## src/rtl/if_stage.sv

```systemverilog
// Instruction-fetch stage: owns the PC, picks the next fetch address from the
// ID-resolved redirect sources, and loads the IF/ID pipeline register.
module if_stage #(
   parameter logic [31:0] TEXT_BASE = 32'h0000_3000
) (
   input  logic        clk,
   input  logic        rst,
   input  logic        stall,
   input  logic [1:0]  id_npc_op,
   input  logic        id_branch_taken,
   input  logic [15:0] id_imm16,
   input  logic [25:0] id_target26,
   input  logic [31:0] id_rs_val,
   output logic [31:0] imem_addr,
   input  logic [31:0] imem_rdata,
   output logic [31:0] if_pc,
   output logic [31:0] id_pc,
   output logic [31:0] id_inst,
   output logic        id_valid,
   output logic [31:0] fetch_count
);

   localparam logic [1:0] NPC_SEQ    = 2'b00;
   localparam logic [1:0] NPC_BRANCH = 2'b01;
   localparam logic [1:0] NPC_JUMP   = 2'b10;
   localparam logic [1:0] NPC_JR     = 2'b11;

   logic [31:0] pc_q, pc_d;
   logic [31:0] id_pc_q, id_pc_d;
   logic [31:0] id_inst_q, id_inst_d;
   logic        id_valid_q, id_valid_d;
   logic [31:0] fetch_count_q, fetch_count_d;

   logic [31:0] pc_plus4;
   logic [31:0] id_pc_plus4;
   logic [31:0] br_offset;
   logic [31:0] redir_target;
   logic        redir;

   assign pc_plus4    = pc_q + 32'd4;
   assign id_pc_plus4 = id_pc_q + 32'd4;
   assign br_offset   = {{14{id_imm16[15]}}, id_imm16, 2'b00};

   // A bubble in ID must never redirect, and a stalled edge defers the decision.
   assign redir = id_valid_q && !stall &&
                  ((id_npc_op == NPC_JUMP) || (id_npc_op == NPC_JR) ||
                   ((id_npc_op == NPC_BRANCH) && id_branch_taken));

   always_comb begin
      redir_target = pc_plus4;
      case (id_npc_op)
         NPC_BRANCH: redir_target = id_pc_plus4 + br_offset;
         NPC_JUMP:   redir_target = {id_pc_plus4[31:28], id_target26, 2'b00};
         NPC_JR:     redir_target = {id_rs_val[31:2], 2'b00};
         NPC_SEQ:    redir_target = pc_plus4;
         default:    redir_target = pc_plus4;
      endcase
   end

   always_comb begin
      pc_d          = pc_q;
      id_pc_d       = id_pc_q;
      id_inst_d     = id_inst_q;
      id_valid_d    = id_valid_q;
      fetch_count_d = fetch_count_q;
      if (stall) begin
         pc_d = pc_q;
      end else if (redir) begin
         // Squash the wrong-path fetch; keep its PC for visibility.
         pc_d       = redir_target;
         id_pc_d    = pc_q;
         id_inst_d  = 32'd0;
         id_valid_d = 1'b0;
      end else begin
         pc_d          = pc_plus4;
         id_pc_d       = pc_q;
         id_inst_d     = imem_rdata;
         id_valid_d    = 1'b1;
         fetch_count_d = fetch_count_q + 32'd1;
      end
   end

   always_ff @(posedge clk) begin
      if (rst) begin
         pc_q          <= TEXT_BASE;
         id_pc_q       <= 32'd0;
         id_inst_q     <= 32'd0;
         id_valid_q    <= 1'b0;
         fetch_count_q <= 32'd0;
      end else begin
         pc_q          <= pc_d;
         id_pc_q       <= id_pc_d;
         id_inst_q     <= id_inst_d;
         id_valid_q    <= id_valid_d;
         fetch_count_q <= fetch_count_d;
      end
   end

   assign imem_addr   = pc_q;
   assign if_pc       = pc_q;
   assign id_pc       = id_pc_q;
   assign id_inst     = id_inst_q;
   assign id_valid    = id_valid_q;
   assign fetch_count = fetch_count_q;

endmodule
```

## config.mk

```make
export PLATFORM = sky130hd
export DESIGN_NAME = if_stage
export DESIGN_NICKNAME = d
export VERILOG_FILES = /design/src/rtl/if_stage.sv
export SDC_FILE = /design/constraint.sdc
export NUM_CORES = 1
export LEC_CHECK = 0
export BUFFER_PORTS_ARGS = -buffer_cell sky130_fd_sc_hd__buf_2
export CORE_MARGIN = 10
export CORE_UTILIZATION = 52
export DETAILED_ROUTE_END_ITERATION = 16
export HOLD_SLACK_MARGIN = 0.06
export PLACE_DENSITY = 0.81
export SYNTH_ARGS = -nofsm -noshare
export SYNTH_HDL_FRONTEND = slang
export SYNTH_SLANG_ARGS = --single-unit
```

## constraint.sdc

```tcl
create_clock -name clk -period 4.2 [get_ports clk]
set_input_delay 0.84 -clock clk [delete_from_list [all_inputs] [get_ports clk]]
set_output_delay 0.84 -clock clk [all_outputs]
set_load 0.05 [all_outputs]
```

==> metrics.md <==
| Metric | Value |
|---|---|
| Setup Total Neg Slack | `0 ns` |
| Leak Pwr | `4.87 nW` |
| DR vias | `8,952` |
| Register-to-Register Path Depth | `13` |
| CP bufs+invs | `0` |
| Startpoint types | `register` |
| Post-synth cell types | `77` |
| Synthesized area | `8530 um^2` |
| Root Buffer | `clkbuf_16` |
| CTS Buf Count | `17` |
| Worst VDD drop | `0.000291 V` |
| Slew Limit Fails | `0` |
| Area Growth Syn to Fin | `21.2%` |
| Synth Register Bits | `129` |
| Final min period | `3.82 ns` |
| Largest net degree at the start of global routing | `61` |
| Predominant post-synthesis flop cell | `dfxtp_1` |
| Routed WL per cell | `20.0 um` |
| Slowest CP cell | `dfxtp_1` |
| Routed vias/inst | `5.96` |
| TritonRoute pass-1 iters | `8` |
| Hold Startpoint | `id_pc[0]` |
| R2R setup slack | `0.38 ns` |
| Worst-case hold slack | `0.489 ns` |
| TritonCTS clock tree | `done` |
| WS Path Type | `reg -> reg` |
| Maximum clock rate | `262 MHz` |
| Worst-path clk slew | `0.06 ns` |
| CP Capture Type | `register` |
| Most common cell in the netlist | `nor2_1` |
| Critical Path RT | `4.50 ns` |
| Syn Area/Cell | `8.04 um^2` |
| Endpoints failing hold | `0` |
| Detailed placer's ending HPWL | `22.3 mm` |
| Max-cap viol count | `0` |
| CP cell instances | `and4_1 > nand4_1 > nor2_1 > xnor2_1 > ha_1 > and3_1 > and3_1 > a32oi_1 > nand3_2 > a21oi_1 > nor4_1 > a41oi_1 > a21oi_1` |
| Num rows | `46` |
| Post-CTS Setup Bufs | `0` |
| # hold bufs at CTS | `0` |
| Initial antenna violation count | `0` |
| Least-Margin Pin Slew | `1.15 ns` |
| Hold crit path type | `reg -> reg` |
| Final Total Pwr | `3.55 mW` |
| Placement Setup Slack | `0.480 ns` |
| RSZ-0062 raised after global routing | `no` |
| Tcrit/Tclk final | `0.910` |
| Drt total wl | `30.0 mm` |
| Worst Skew | `0.0111 ns` |
| Final Setup Violations | `0` |
| Top Ports | `273` |
| Final worst setup slack | `0.379 ns` |
| GRT overflow | `0` |
| DR iter-0 viols | `927` |
| Final net count | `1,423` |
| Longest Clk Path Bufs | `2` |
| First-pass GRT wire length | `46.8 mm` |
| Post-route ant nets | `0` |
| Synth Net Count | `1,210` |
| Share of layout cells above drive strength 1 | `0.272` |
| Post-synth EDFFs | `0` |
| Finished Cell Area | `10,300 um^2` |
| Top cell type's share of synthesized area | `0.303` |
| Yosys warning total | `0` |
| Die width | `148 um` |
| Top cells by area, synth | `dfxtp_1, nor2_1, ha_1` |
| Post-Syn Instances | `1,060` |
| FF-to-FF Start | `id_pc[4]` |
| Post-cts resize count | `0` |
| Max incr delay on CP | `0.43 ns` |
| GPL Wtd Cong | `0.951` |
| Pwr dens | `344 nW/um^2` |
| # port buffers | `270` |
| Cell family with most CP delay | `simple AND/OR/NAND/NOR gates` |
| H-tree depth | `4` |
| Hold EP | `if_pc[0]` |
| Worst-path maximum fanout | `7` |
| Post-synth top area cell | `dfxtp_1` |
| Async SR Flop Fraction | `0` |
| Hold Path Depth | `2` |
| Initial Utilization | `0.533` |
| CP arrival | `4.12 ns` |
| Sequential fraction of the synthesis area | `0.303` |
| Diode count | `0` |
| Outcome | `finished, final reports clean` |
| RR Endpoint | `if_pc[27]` |
| Gr usage total | `0.262` |
| Vias in the first global route | `8,727` |
| Sink Count | `129` |
| Relative slew slack | `0.231` |
| Die footprint | `21,900 um^2` |
| Die Y | `148 um` |
| Clk_lat worst skew | `0.43 ns` |
| Placed instance area | `9750 um^2` |
| DRC Markers | `0` |
| Top cells by count, synth | `nor2_1, dfxtp_1, nand2_1` |
| CORE AREA | `16,000 um^2` |
worst max path at each step:
| stage | startpoint | to | slack (ns) | depth (start not counted) |
|---|---|---|---|---|
| 2_1_floorplan | id_pc[4] | if_pc[29] | 0.52 | 14 |
| 3_3_place_gp | id_pc[4] | if_pc[29] | 0.56 | 13 |
| 3_5_place_dp | id_pc[4] | if_pc[29] | 0.48 | 13 |
| 4_1_cts | id_pc[4] | if_pc[29] | 0.45 | 13 |
| 5_1_grt | id_pc[4] | if_pc[27] | 0.17 | 13 |
| 6_report | id_pc[4] | if_pc[27] | 0.38 | 13 |
where the power goes:
| part | internal, mW | total, mW | switching (mW) |
|---|---|---|---|
| registers | 1.27 | 1.33 | 0.0592 |
| logic | 0.232 | 0.744 | 0.512 |
| clock network | 0.849 | 1.48 | 0.635 |
| total | 2.35 | 3.55 | 1.21 |
cells by family (layout without fill, tap and decap cells):
family | count (synthesis) | count (layout) | synth area share
XOR/XNOR | 80 | 80 | 0.0822
adder cells (fa/ha/maj) | 38 | 38 | 0.0566
multiplexers | 43 | 43 | 0.0558
AO/OA/AOI/OAI | 274 | 274 | 0.218
AND/OR/NAND/NOR | 380 | 380 | 0.212
flip-flops | 129 | 129 | 0.303
buffers and inverters | 116 | 342 | 0.0725
tightest hold or removal path, delay by kind of cell, from the launching register on:
kind             cells  cell delay [ns]
flip-flops           1             0.32
AND/OR/NAND/NOR      1             0.07
AO/OA/AOI/OAI        1             0.06
sequential cells by signal (all words and copies together) (netlist names):
signal and flops:
fetch_count 32, id_inst 32, id_pc 32, id_valid 1, if_pc 32
metal layers:
layer | GRT usage | up-vias | part of all wire
met3 | 0.0662 | 62 | 0.090
met4 | 0.0823 | 0 | 0.027
met5 | 0 | - | 0
li1 | - | 4238 | -
met2 | 0.437 | 453 | 0.48
met1 | 0.322 | 4199 | 0.41
cells in the final DEF (no fill, tap or decap), types with 23 or more instances in the layout:
master	instances
a21oi_1	69
a22oi_1	33
a31oi_1	23
buf_2	268
dfxtp_1	129
ha_1	37
mux2i_1	34
nand2_1	76
nand3_1	48
nand4_1	25
nor2_1	142
o21ai_0	43
xnor2_1	41
xor2_1	39
stage by stage:
step	utilization	std cells
2_1_floorplan	-	1060
5_1_grt	0.646	1502
3_5_place_dp	0.609	1470
6_report	0.646	1502
3_3_place_gp	0.609	1470
4_1_cts	0.646	1502
cell type report:
type / instances / area [um^2]
clock buffers: 18 / 439
well taps: 216 / 270
repair buffers: 286 / 1480
fillers: 1454 / 5670
multi-input cells: 815 / 5330
clock inverters: 14 / 140
inverters: 24 / 90.1
flip-flops and latches: 129 / 2580
Note: power is estimated with default switching activity, not from simulation.
